===== src/rtl/jk_register_bank.sv =====
// jk_register_bank: WIDTH-bit flip-flop bank with run-time JK/D/T/SR mode, sync clear/set, enable and change statistics.
module jk_register_bank #(
    parameter int              WIDTH = 8,
    parameter int              CNT_W = 16,
    parameter logic [WIDTH-1:0] INIT = '0
) (
    input  logic             Clock,
    input  logic             reset,
    input  logic             en,
    input  logic [1:0]       mode,
    input  logic [WIDTH-1:0] J,
    input  logic [WIDTH-1:0] K,
    input  logic             sclr_n,
    input  logic             sset,
    input  logic             stat_clr,
    output logic [WIDTH-1:0] Q,
    output logic [WIDTH-1:0] Qbar,
    output logic             changed,
    output logic [CNT_W-1:0] chg_count,
    output logic             sr_err
);
    logic [WIDTH-1:0] q_q, q_d, qbar_q, upd;
    logic [CNT_W-1:0] cnt_q, cnt_d;
    logic             chg_q, chg_d, err_q, err_d;

    always_comb begin
        upd   = mode == 2'b00 ? (J & ~q_q) | (~K & q_q) :
                mode == 2'b01 ? J :
                mode == 2'b10 ? J ^ q_q :
                                (J & ~K) | (q_q & (J | ~K));
        q_d   = !sclr_n ? '0 : sset ? '1 : !en ? q_q : upd;
        chg_d = q_d != q_q;
        cnt_d = stat_clr ? '0 : (chg_d && cnt_q != '1) ? cnt_q + CNT_W'(1) : cnt_q;
        err_d = stat_clr ? 1'b0 : err_q | (sclr_n & ~sset & en & (mode == 2'b11) & |(J & K));
    end

    // Qbar is its own register loaded with ~q_d so it tracks Q on every edge.
    always_ff @(posedge Clock or posedge reset) begin
        if (reset) begin
            q_q    <= INIT;
            qbar_q <= ~INIT;
            chg_q  <= 1'b0;
            cnt_q  <= '0;
            err_q  <= 1'b0;
        end else begin
            q_q    <= q_d;
            qbar_q <= ~q_d;
            chg_q  <= chg_d;
            cnt_q  <= cnt_d;
            err_q  <= err_d;
        end
    end

    assign Q         = q_q;
    assign Qbar      = qbar_q;
    assign changed   = chg_q;
    assign chg_count = cnt_q;
    assign sr_err    = err_q;
endmodule


===== config.mk =====
export PLATFORM = sky130hd
export DESIGN_NAME = jk_register_bank
export DESIGN_NICKNAME = d
export VERILOG_FILES = /design/src/rtl/jk_register_bank.sv
export SDC_FILE = /design/constraint.sdc
export NUM_CORES = 1
export LEC_CHECK = 0
export ABC_AREA = 1
export CAP_MARGIN = 20
export CORE_ASPECT_RATIO = 0.75
export CORE_UTILIZATION = 50
export CTS_CLUSTER_DIAMETER = 80
export CTS_CLUSTER_SIZE = 30
export DETAILED_ROUTE_END_ITERATION = 8
export PLACE_DENSITY = 0.8
export REMOVE_ABC_BUFFERS = 1
export SETUP_SLACK_MARGIN = 0.02
export SLEW_MARGIN = 40
export SYNTH_ARGS = -nofsm -noshare
export SYNTH_HDL_FRONTEND = slang
export SYNTH_SLANG_ARGS = --single-unit
export TNS_END_PERCENT = 50

===== constraint.sdc =====
create_clock -name Clock -period 2.2 [get_ports Clock]
set_clock_uncertainty 0.05 [all_clocks]
set_input_delay 0.44 -clock Clock [delete_from_list [all_inputs] [get_ports Clock]]
set_output_delay 0.44 -clock Clock [all_outputs]
set_load 0.005 [all_outputs]

* Yosys cells after proc, flatten, opt, wreduce, memory -nomap -nowiden
Index checks and enable logic that the tools add are counted.
** Word-level totals
- Memories :: 0
- Flip-flop bits (word level) :: 34
- Bits in latches :: 0
- Word-level logic and storage cells :: 42
- Bits in read-only memories :: 0
- RAM bits :: 0
- Bits of input ports :: 24
** Operators by class
- $lt $le $gt $ge :: 0
- Bitwise operators :: 18
- Add/sub/neg operators :: 1
- Divide/modulo/power cells :: 0
- Reduce and logical (&&, ||, !) cells :: 4
- Multipliers :: 0
- Multiplexer cells :: 9
- Equal/unequal tests :: 5
- Shift-type cells :: 0
** Operators with widths (number)
- $mux 8 :: 6
- $and 8x8->8 :: 5
- $mux 16 :: 2
- $not 8->8 :: 3
- $or 8x8->8 :: 3
- $add 16x1->16 const B :: 1
- $ne 16x16->1 const B :: 1
- $ne 8x8->1 :: 1
- $reduce_or 8->1 :: 1
- $xor 8x8->8 :: 1
- $and 1x1->1 :: 4
- $eq 2x2->1 const B :: 2
- $eq 2x1->1 const B :: 1
- $logic_not 2->1 :: 1
- $reduce_bool 2->1 :: 1
- $logic_and 1x1->1 :: 1
- $mux 1 :: 1
- $not 1->1 :: 1
- $or 1x1->1 :: 1

* Logic depth before layout (Yosys ltp)
Gate-level depths: netlist (run 1).
- Depth in word-level cells :: 14
- Mapped depth :: 18

* Worst setup path before layout (run 1)
No wires, ideal clock.
- Path type :: input to register
- Start :: input port mode[1]
- End :: register cnt_q[11] (netlist: chg_count[11])
- Buffers on the path :: 2
- Setup time :: 118 ps
- Data arrival time :: 1780 ps
- Cell stages on the path :: 18
- Slack :: 252 ps
- Cells stage by stage :: buf_6 -> inv_1 -> nand2_2 -> nand2_2 -> nand2_1 -> nand2_1 -> nand2_1 -> nand2_1 -> nand2_2 -> nand2_1 -> nand2_1 -> nor2_1 -> nand2_1 -> nor2_1 -> nand2_2 -> buf_6 -> nand4_1 -> nand2_1
** Between the ends
- Longest elaborated chain between the ends :: 10
** Ends and longest elaborated chain
- start, declared :: line 10 : input logic [1:0] mode,
- $eq 2x2->1 :: line 29 : mode == 2'b10 ? J ^ q_q :
- $mux 8 :: line 29
- $mux 8 :: line 28 : mode == 2'b01 ? J :
- $mux 8 * :: line 27 : upd = mode == 2'b00 ? (J & ~q_q) | (~K & q_q) :
- $mux 8 * (3 in series) :: line 31 : q_d = !sclr_n ? '0 : sset ? '1 : !en ? q_q : upd;
- $ne 8x8->1 * :: line 32 : chg_d = q_d != q_q;
- net chg_d :: line 24 : logic chg_q, chg_d, err_q, err_d;
- $logic_and 1x1->1 * :: line 33 : cnt_d = stat_clr ? '0 : (chg_d && cnt_q != '1) ? cnt_q + CNT_W'(1) : cnt_q;
- $reduce_bool 2->1 (no source line) *
- end signal, assigned :: line 49 : cnt_q <= cnt_d;
- end, declared :: line 23 : logic [CNT_W-1:0] cnt_q, cnt_d;
Mark *: on every way through the listed nets, which the timed path passes. The rest lies on a longest branch.
A chain may end at the register's enable or synchronous reset.

* Worst setup path in the final report (run 1)
- Start :: input port K[7]
- End :: register cnt_q[11] (netlist: chg_count[11])
** Between the ends
- Longest elaborated chain between the ends :: 13
** Ends and longest elaborated chain
- start, declared :: line 12 : input logic [WIDTH-1:0] K,
- $not 8->8 * :: line 27, 30
- $or 8x8->8 :: line 30 : (J & ~K) | (q_q & (J | ~K));
- $and 8x8->8 :: line 30
- $or 8x8->8 :: line 30
- $mux 8 :: line 29
- $mux 8 :: line 28
- $mux 8 * :: line 27
- $mux 8 * (3 in series) :: line 31
- $ne 8x8->1 * :: line 32
- $logic_and 1x1->1 * :: line 33
- $reduce_bool 2->1 (no source line) *
Mark *: on every way between the ends. The rest lies on a longest branch, timed or not.

==> results of run 1 <==
==> power by group through the flow <==
stage               logic, mW  clock network, mW  registers (mW)
detailed placement      0.406                  0           0.702
finish                  0.492              0.492           0.693
floorplan               0.177                  0           0.701
global route            0.531              0.530           0.698
CTS                     0.439              0.498           0.691
global placement        0.395                  0           0.700
==> worst max-delay path by stage <==
stage                              from                         to  slack, ps  cells after the start
3_3_place_gp                    mode[0]  chg_count[11]$_DFFE_PP0P_       -490                     15
6_report                           K[7]  chg_count[11]$_DFFE_PP0P_        -70                     14
2_1_floorplan  chg_count[0]$_DFFE_PP0P_  chg_count[15]$_DFFE_PP0P_        320                      8
5_1_grt                            K[7]  chg_count[11]$_DFFE_PP0P_       -140                     14
3_5_place_dp                    mode[0]   chg_count[7]$_DFFE_PP0P_       -570                     15
4_1_cts                         mode[1]   chg_count[0]$_DFFE_PP0P_         40                     20
==> synthesized netlist by cell type (3+ instances only) <==
library cell,number,area (µm²)
o22ai_1,3,18.8
clkbuf_1,3,11.3
dfrtp_1,26,651
nand3b_1,6,45.0
o21ai_0,4,20.0
nor3_1,7,35.0
a21oi_1,11,55.1
dfstp_2,8,210
buf_6,5,56.3
nand2_1,101,379
nand4_1,18,113
inv_1,52,195
nor2_1,32,120
xor2_1,12,105
nor2_2,3,18.8
inv_2,3,11.3
nand2_2,12,75.1
nand3_1,34,170
==> per-layer routing <==
| metal | vias to the layer above | share of wire |
|---|---|---|
| li1 | 1326 | - |
| met2 | 198 | 0.45 |
| met1 | 1346 | 0.42 |
| met3 | 35 | 0.10 |
| met4 | 0 | 0.031 |
| met5 | - | 0 |
==> critical path: stages <==
cell and delay [ps]:
clkdlybuf4s50_1 470, inv_1 70, o21bai_1 180, nand2_1 80, a21oi_2 130, nand2_2 70, nand3_1 90, nand2_2 90
inv_1 90, nand2_1 90, nor2_4 240, nand2_4 130, nand4_1 150, nand2_1 80
==> what timing repair did <==
| item | in CTS | in global routing |
|---|---|---|
| pin swaps | 6 | 22 |
| gates resized for setup | 22 | 51 |
| gates cloned | 1 | 2 |
| setup endpoints to repair | 17 | 17 |
| buffers inserted | 8 | 3 |
==> logic make-up after synthesis <==
logic type / count (synthesis) / synth area share
buffers and inverters: 66 / 0.120
adder cells (fa/ha/maj): 1 / 0.00516
AND/OR/NAND/NOR: 218 / 0.414
flip-flops: 34 / 0.355
AO/OA/AOI/OAI: 22 / 0.0552
XOR/XNOR: 14 / 0.0505
==> layout make-up <==
class / instances / area, µm²
flip-flops and latches: 34 / 861
multi-input cells: 257 / 1440
clock inverters: 1 / 5.00
inverters: 55 / 219
well taps: 57 / 71.3
repair buffers: 102 / 965
clock buffers: 7 / 86.3
fillers: 299 / 928
==> placed cells by master, fill, tap and decap left out, drive strengths merged <==
master	n
nor2	35
nand4	18
xor2	12
nand2	117
ha	1
nor4	1
clkinv	1
nand3	36
dlymetal6s2s	5
dlygate4sd2	2
nor3	7
o21a	1
nand3b	6
xnor2	2
buf	46
inv	55
clkbuf	8
o22ai	3
a21oi	11
o21ai	6
dfstp	8
o21bai	1
clkdlybuf4s50	48
dfrtp	26
==> registers in the layout, indices dropped and copies added, names as in the netlist <==
signal	count
chg_count	16
Q	8
Qbar	8
changed	1
sr_err	1
==> per-stage QoR <==
step / worst slack [ps] / std cells
2_1_floorplan: 322 / 344
3_3_place_gp: -491 / 493
3_5_place_dp: -572 / 493
4_1_cts: 38.4 / 510
5_1_grt: -142 / 513
6_report: -72.9 / 513
==> impl_metrics.env, run 1 <==
export IMPL_grtUsageTotal=0.316
export IMPL_synth_edf_count=0
export IMPL_start_kind="input pin"
export IMPL_hold_end="sr_err$_DFF_PP0_"
export IMPL_antenna_cells=0
export IMPL_grt_pass1_vias=2548
export IMPL_die_area_um2=5140
export IMPL_vias_per_cell=5.66
export IMPL_crit_path_end_kind="flip-flop"
export IMPL_synth_distinct_cells=29
export IMPL_routed_wl_um=8050
export IMPL_ios=58
export IMPL_syn2layout_area_growth_pct=50.2
export IMPL_grt_overflow_total=0
export IMPL_nets=480
export IMPL_synth_area_um2=2430
export IMPL_crit_fanout=8
export IMPL_hold_path_class="flip-flop to flip-flop"
export IMPL_wl_per_cell_um=15.7
export IMPL_r2r_end="chg_count[11]$_DFFE_PP0P_"
export IMPL_setup_tns_final_ps=-72.9
export IMPL_pwr_share_seq=0.414
export IMPL_fin_area_um2=3640
export IMPL_rows=21
export IMPL_report_final_slew_viol_count=0
export IMPL_pwr_share_comb=0.293
export IMPL_crit_reg2reg_launch="chg_count[9]$_DFFE_PP0P_"
export IMPL_holdWs_ps=443
export IMPL_p_switching_uw=530
export IMPL_clk_pin_slew_ps=70
export IMPL_clockBufferDepth=2
export IMPL_die_x_um=82.4
export IMPL_grtUsageMet1=0.443
export IMPL_period_minus_slack_ps=2270
export IMPL_ys_warn_count=0
export IMPL_grt_pass1_wl_um=12100
export IMPL_place_area_um2=3280
export IMPL_drtIter0Drc=262
export IMPL_relSlewSlack=0.669
export IMPL_numCtsBuffers=5
export IMPL_fmax_mhz=440
export IMPL_drc=0
export IMPL_grtUsageMet3=0.0853
export IMPL_yosysSeqAreaShare=0.355
export IMPL_power_frac_clock=0.293
export IMPL_leakagePower_nw=1.93
export IMPL_worst_endpoint_arrival_ps=2400
export IMPL_p_int_mw=1.15
export IMPL_cp_required_ps=2320
export IMPL_root_buffer="clkbuf_8"
export IMPL_ctsHoldBuffers=0
export IMPL_ir_drop_uv=412
export IMPL_setup_viol=1
export IMPL_crit_type="input pin to flip-flop"
export IMPL_clkSinkCount=34
export IMPL_dr_total_vias=2905
export IMPL_p_per_area_nw_per_um2=460
export IMPL_initial_core_util=0.531
export IMPL_switching_share=0.316
export IMPL_fin_ws_ps=-72.9
export IMPL_htreeDepth=2
export IMPL_synthArstFlopShare=1.00
export IMPL_synth_area_per_cell_um2=6.83
export IMPL_status="finished, violations left"
export IMPL_hold_depth=1
export IMPL_cts_tree="done"
export IMPL_drive_gt1_frac=0.274
export IMPL_synthFlopType="dfrtp_1"
export IMPL_finalPower_mw=1.68
export IMPL_grt_busiest_layer="met2"
export IMPL_drtAntennaViolNets=0
export IMPL_clk_latency_ps=290
export IMPL_grt_max_degree=35
export IMPL_final_core_util=0.797
export IMPL_fin_crit_sh=1.03
export IMPL_die_y_um=62.3
export IMPL_drt_pass1_iterations=6
export IMPL_met2_usage=0.467
export IMPL_hpwlAfterDp_um=5260
export IMPL_antenna_found_initial=0
export IMPL_hold_violations=0
export IMPL_worstMarginPinSlew_ps=493
export IMPL_core_area_um2=4570
export IMPL_port_buffers=57
export IMPL_finalWeightedCongestion=0.940
export IMPL_rr_worst_depth=7
export IMPL_maxCapViolCount=0
export IMPL_synth_seq_cells=34
export IMPL_holdCritStartpoint="sr_err$_DFF_PP0_"
export IMPL_violations="negative setup slack"
export IMPL_syn_instance_count=355
export IMPL_r2r_slack_ps=-40
No activity file was read; power rests on OpenSTA's default activity.
==> run 2, diff against run 1 <==
--- a/config.mk
+++ b/config.mk
@@ -12,6 +12,7 @@
 export CTS_CLUSTER_DIAMETER = 80
 export CTS_CLUSTER_SIZE = 30
 export DETAILED_ROUTE_END_ITERATION = 8
+export GPL_TIMING_DRIVEN = 0
 export PLACE_DENSITY = 0.8
 export REMOVE_ABC_BUFFERS = 1
 export SETUP_SLACK_MARGIN = 0.02
==> run 2 against run 1 <==
Effect of this change: the flow now finishes without violations; maximum frequency up 8.8%; final cell count down 7.4%; worst setup slack better by 180 ps; combinational power down 20%; flip-flop and latch count unchanged; critical endpoint is now chg_count[8]$_DFFE_PP0P_; largest cell class unchanged.
==> impl_metrics.env, run 2 (same netlist as run 1, synthesis figures left out) <==
export IMPL_grt_overflow_total=0
export IMPL_report_final_slew_viol_count=0
export IMPL_die_area_um2=5140
export IMPL_crit_path_end_kind="flip-flop"
export IMPL_ir_drop_uv=633
export IMPL_rr_worst_depth=16
export IMPL_worstMarginPinSlew_ps=684
export IMPL_ios=58
export IMPL_drive_gt1_frac=0.213
export IMPL_crit_chain="clkdlybuf4s50_1 > inv_1 > nand2_1 > nand2_1 > nand2_1 > nand2_2 > nand2_2 > nand2_1 > nand2_1 > nor2_2 > nand2_2 > nor2_4 > nand2_4 > nand4_1 > nand2_1"
export IMPL_drc=0
export IMPL_clk_pin_slew_ps=70
export IMPL_clkSinkCount=34
export IMPL_hold_violations=0
export IMPL_dp_cells=458
export IMPL_layout_common_cells="nand2_1, inv_1, clkdlybuf4s50_1"
export IMPL_core_area_um2=4570
export IMPL_start_kind="input pin"
export IMPL_fin_crit_sh=0.949
export IMPL_drtAntennaViolNets=0
export IMPL_syn2layout_area_growth_pct=36.0
export IMPL_maxCapViolCount=0
export IMPL_htreeDepth=2
export IMPL_hold_path_class="flip-flop to flip-flop"
export IMPL_rows=21
export IMPL_initial_core_util=0.531
export IMPL_grtUsageTotal=0.263
export IMPL_crit_path_top_delay_cell="clkdlybuf4s50_1"
export IMPL_wl_per_cell_um=14.2
export IMPL_r2r_slack_ps=170
export IMPL_fin_cells=475
export IMPL_routed_wl_um=6740
export IMPL_port_buffers=57
export IMPL_grt_max_degree=35
export IMPL_die_x_um=82.4
export IMPL_die_y_um=62.3
export IMPL_antenna_found_initial=0
export IMPL_worst_endpoint_arrival_ps=2210
export IMPL_clockBufferDepth=2
export IMPL_finalPower_mw=1.53
export IMPL_dr_total_vias=2594
export IMPL_period_minus_slack_ps=2090
export IMPL_cp_common_cell="nand2_1"
export IMPL_hpwlAfterDp_um=4670
export IMPL_nets=442
export IMPL_r2r_end="chg_count[7]$_DFFE_PP0P_"
export IMPL_antenna_cells=0
export IMPL_fmax_mhz=479
export IMPL_grt_pass1_vias=2269
export IMPL_drt_pass1_iterations=5
export IMPL_grt_pass1_wl_um=10500
export IMPL_crit_start="K[5]"
export IMPL_final_common_cell="nand2_1"
export IMPL_relSlewSlack=0.543
export IMPL_vias_per_cell=5.46
export IMPL_crit_family="simple AND/OR/NAND/NOR gates"
export IMPL_critPathBufInv=2
export IMPL_root_buffer="clkbuf_8"
export IMPL_cts_tree="done"
export IMPL_cp_required_ps=2320
export IMPL_p_per_area_nw_per_um2=462
export IMPL_numCtsBuffers=5
export IMPL_drtIter0Drc=240
export IMPL_largest_reg_flops=16
export IMPL_clk_latency_ps=280
export IMPL_fill_cells=378
export IMPL_status="complete, no violations"
export IMPL_crit_type="input pin to flip-flop"
export IMPL_leakagePower_nw=1.79
export IMPL_cp_slowest_stage_delay_ps=440
export IMPL_crit_path_end="chg_count[8]$_DFFE_PP0P_"
export IMPL_critical_path_depth=15
export IMPL_finalWeightedCongestion=0.932
export IMPL_crit_fanout=8
export IMPL_setup_viol=0
export IMPL_crit_reg2reg_launch="Q[6]$_DFF_PP0_"
-- run 2: cell count changes in the layout (fill, tap and decap cells not counted), moves of 3 or more --
cell and change:
clkdlybuf4s50_1 -8, dlymetal6s2s_1 +7, nor2_2 -3, inv_2 +8
buf_4 -31, inv_1 -6, nand2_1 -3, nor2_1 +4
buf_6 -5
-- run 2: how the worst min path moves through the flow --
stage                           from               end  slack, ps  depth (start not counted)
finish              sr_err$_DFF_PP0_  sr_err$_DFF_PP0_        470                          1
global route        sr_err$_DFF_PP0_  sr_err$_DFF_PP0_        500                          1
CTS                 sr_err$_DFF_PP0_  sr_err$_DFF_PP0_        460                          1
detailed placement  sr_err$_DFF_PP0_  sr_err$_DFF_PP0_        450                          1
global placement    sr_err$_DFF_PP0_  sr_err$_DFF_PP0_        440                          1
floorplan           sr_err$_DFF_PP0_  sr_err$_DFF_PP0_        440                          1
-- run 2: through the flow --
| stage | setup WS, ps | area [µm²] | hold slack, ps | utilization | setup TNS (ps) |
|---|---|---|---|---|---|
| final | 112 | 3300 | 466 | 0.722 | 0 |
| after global routing | -8.25 | 3300 | 496 | 0.722 | -19.4 |
| after CTS | 48.9 | 3110 | 463 | 0.681 | 0 |
| after detailed placement | -898 | 2980 | 447 | 0.652 | -14710 |
| after global placement | -810 | 2980 | 440 | 0.652 | -13620 |
| after floorplan | 322 | 2340 | 438 | - | 0 |
-- run 2: area by class of cell --
cell class	instances	area, µm²	share of cell area
Timing Repair Buffer	64	667	0.202
Sequential cell	34	862	0.261
Clock buffer	8	80.1	0.0243
Tap cell	57	71.3	0.0216
Inverter	55	211	0.0641
Multi-Input combinational cell	257	1410	0.427
-- run 2: metal layers --
metal,track usage,part of all wire
met3,0.0412,0.071
met1,0.401,0.47
met4,0.0504,0.0082
met2,0.389,0.45
met5,0,0
-- run 2: power by group --
| group | total (mW) | internal (mW) | leakage [nW] | switching, mW |
|---|---|---|---|---|
| registers | 0.695 | 0.664 | 0.427 | 0.0309 |
| clock network | 0.434 | 0.225 | 0.0395 | 0.209 |
| logic | 0.396 | 0.171 | 1.32 | 0.225 |
-- run 2: repair_timing --
action / in CTS / in global routing
gates resized for setup: 18 / 65
cloned: 0 / 3
pin swaps: 2 / 31
setup buffers: 4 / 2
endpoints found under the hold margin: 0 / 0
hold buffers: 0 / 0
setup endpoints to repair: 17 / 17
==> run 3, diff against run 2 <==
--- a/config.mk
+++ b/config.mk
@@ -8,6 +8,7 @@
 export ABC_AREA = 1
 export CAP_MARGIN = 20
 export CORE_ASPECT_RATIO = 0.75
+export CORE_MARGIN = 5
 export CORE_UTILIZATION = 50
 export CTS_CLUSTER_DIAMETER = 80
 export CTS_CLUSTER_SIZE = 30
==> run 3 against run 2 <==
Effect of this change: sequential power hardly changed; die area is 24% higher; via count is 1.3% higher; wire length is 6.5% higher; maximum frequency is 1.8% higher; count of clock-buffer cells in the layout is 2 lower; worst setup slack better by 36 ps; worst hold slack better by 9.2 ps; utilization is 2.9 points lower; combinational power hardly changed; sequential share of layout area is 0.17 points lower; flip-flop and latch count stayed put.
==> impl_metrics.env, run 3 (same netlist as run 1, synthesis figures left out) <==
export IMPL_worstMarginPinSlew_ps=710
export IMPL_finalPower_mw=1.58
export IMPL_hold_violations=0
export IMPL_start_kind="input pin"
export IMPL_largest_reg_flops=16
export IMPL_crit_fanout=4
export IMPL_wl_per_cell_um=14.9
export IMPL_wl_met1_um=3250
export IMPL_root_buffer="clkbuf_8"
export IMPL_hold_end="sr_err$_DFF_PP0_"
export IMPL_crit_chain="clkdlybuf4s50_1 > inv_1 > nand2_1 > nand2_1 > nand2_1 > nand2_1 > nand2_2 > nand2_1 > nand2_2 > nor2_1 > nand2_1 > nor2_4 > nand2_2 > nand4_1 > nand2_1"
export IMPL_cp_slowest_stage_delay_ps=450
export IMPL_report_final_slew_viol_count=0
export IMPL_antenna_found_initial=0
export IMPL_vias_per_cell=5.46
export IMPL_wl_met3_um=613
export IMPL_grt_max_degree=35
export IMPL_routed_wl_um=7180
export IMPL_layout_common_cells="nand2_1, inv_1, clkdlybuf4s50_1"
export IMPL_numCtsBuffers=5
export IMPL_die_area_um2=6360
export IMPL_period_minus_slack_ps=2050
export IMPL_crit_reg2reg_launch="Q[6]$_DFF_PP0_"
export IMPL_initial_core_util=0.507
export IMPL_clk_latency_ps=290
export IMPL_grt_overflow_total=0
export IMPL_cts_tree="done"
export IMPL_crit_path_top_delay_cell="clkdlybuf4s50_1"
export IMPL_core_area_um2=4790
export IMPL_register_area_um2=861
export IMPL_grtUsageTotal=0.216
export IMPL_clockBufferDepth=2
export IMPL_crit_path_end_kind="flip-flop"
export IMPL_p_per_area_nw_per_um2=476
export IMPL_clk_pin_slew_ps=80
export IMPL_drt_pass1_iterations=7
export IMPL_r2r_slack_ps=200
export IMPL_hold_path_class="flip-flop to flip-flop"
export IMPL_dr_total_vias=2627
export IMPL_maxCapViolCount=0
export IMPL_ir_drop_uv=563
export IMPL_crit_type="input pin to flip-flop"
export IMPL_cp_required_ps=2330
export IMPL_ctsHoldBuffers=0
export IMPL_port_buffers=57
export IMPL_cp_common_cell="nand2_1"
export IMPL_dp_cells=461
export IMPL_ios=58
export IMPL_multi_input_area_um2=1410
export IMPL_fin_cells=481
export IMPL_critPathBufInv=2
export IMPL_hpwlAfterDp_um=4780
export IMPL_die_y_um=70.3
export IMPL_drtAntennaViolNets=0
export IMPL_leakagePower_nw=1.79
export IMPL_holdCritStartpoint="sr_err$_DFF_PP0_"
export IMPL_rr_worst_depth=16
export IMPL_relSlewSlack=0.526
export IMPL_rows=22
export IMPL_met2_length_um=3170
export IMPL_die_x_um=90.4
export IMPL_finalWeightedCongestion=0.912
export IMPL_nets=445
export IMPL_status="complete, no violations"
export IMPL_syn2layout_area_growth_pct=36.7
export IMPL_clkSinkCount=34
export IMPL_worst_endpoint_arrival_ps=2190
export IMPL_crit_family="simple AND/OR/NAND/NOR gates"
export IMPL_drtIter0Drc=300
export IMPL_hold_depth=1
export IMPL_drive_gt1_frac=0.235
export IMPL_highest_layer="met4"
export IMPL_htreeDepth=2
export IMPL_drc=0
export IMPL_antenna_cells=0
export IMPL_fill_cells=404
export IMPL_grt_pass1_vias=2334
export IMPL_r2r_end="chg_count[2]$_DFFE_PP0P_"
export IMPL_setup_viol=0
export IMPL_grt_pass1_wl_um=11300
export IMPL_fin_crit_sh=0.933
export IMPL_fmax_mhz=487
export IMPL_final_common_cell="nand2_1"
[run 3: final cells by class]
class | count | share of cell area
clock buffer | 6 | 0.0249
clock inverter | 2 | 0.00377
inverter | 55 | 0.0653
multi-input combinational | 257 | 0.424
sequential | 34 | 0.260
tap | 60 | 0.0226
timing repair buffer | 67 | 0.200
[run 3: per-stage QoR]
stage / utilization / hold slack [ps] / TNS, ps / cell area [µm²] / setup slack (ps)
6_report: 0.692 / 475 / 0 / 3320 / 148
5_1_grt: 0.692 / 517 / -6.60 / 3320 / -6.60
4_1_cts: 0.657 / 476 / 0 / 3150 / 28.7
3_5_place_dp: 0.624 / 459 / -15110 / 2990 / -907
3_3_place_gp: 0.624 / 449 / -14110 / 2990 / -837
2_1_floorplan: - / 438 / 0 / 2340 / 322
[run 3: worst max-delay path by stage]
stage	start	endpoint	cells after the start	slack (ps)
2_1_floorplan	chg_count[0]$_DFFE_PP0P_	chg_count[15]$_DFFE_PP0P_	8	320
6_report	K[2]	chg_count[10]$_DFFE_PP0P_	15	150
5_1_grt	K[1]	chg_count[8]$_DFFE_PP0P_	15	-7
3_3_place_gp	mode[0]	chg_count[1]$_DFFE_PP0P_	16	-840
3_5_place_dp	mode[0]	chg_count[7]$_DFFE_PP0P_	16	-910
4_1_cts	J[5]	chg_count[7]$_DFFE_PP0P_	14	30
[run 3: repair_timing]
| action | 4_1_cts | 5_1_grt |
|---|---|---|
| pin swaps | 2 | 32 |
| gates resized for setup | 20 | 68 |
| setup endpoints to repair | 17 | 17 |
| setup buffers | 5 | 4 |
| cloned | 1 | 2 |
[run 3: where the power goes]
part	switching (mW)	internal (mW)	total [mW]
registers	0.0310	0.663	0.694
clock network	0.235	0.252	0.487
logic	0.228	0.170	0.397
[run 3: layer usage]
layer | track usage | vias to the layer above
li1 | - | 1258
met1 | 0.319 | 1217
met2 | 0.318 | 128
met3 | 0.0517 | 24
met4 | 0.0529 | 0
met5 | 0 | -
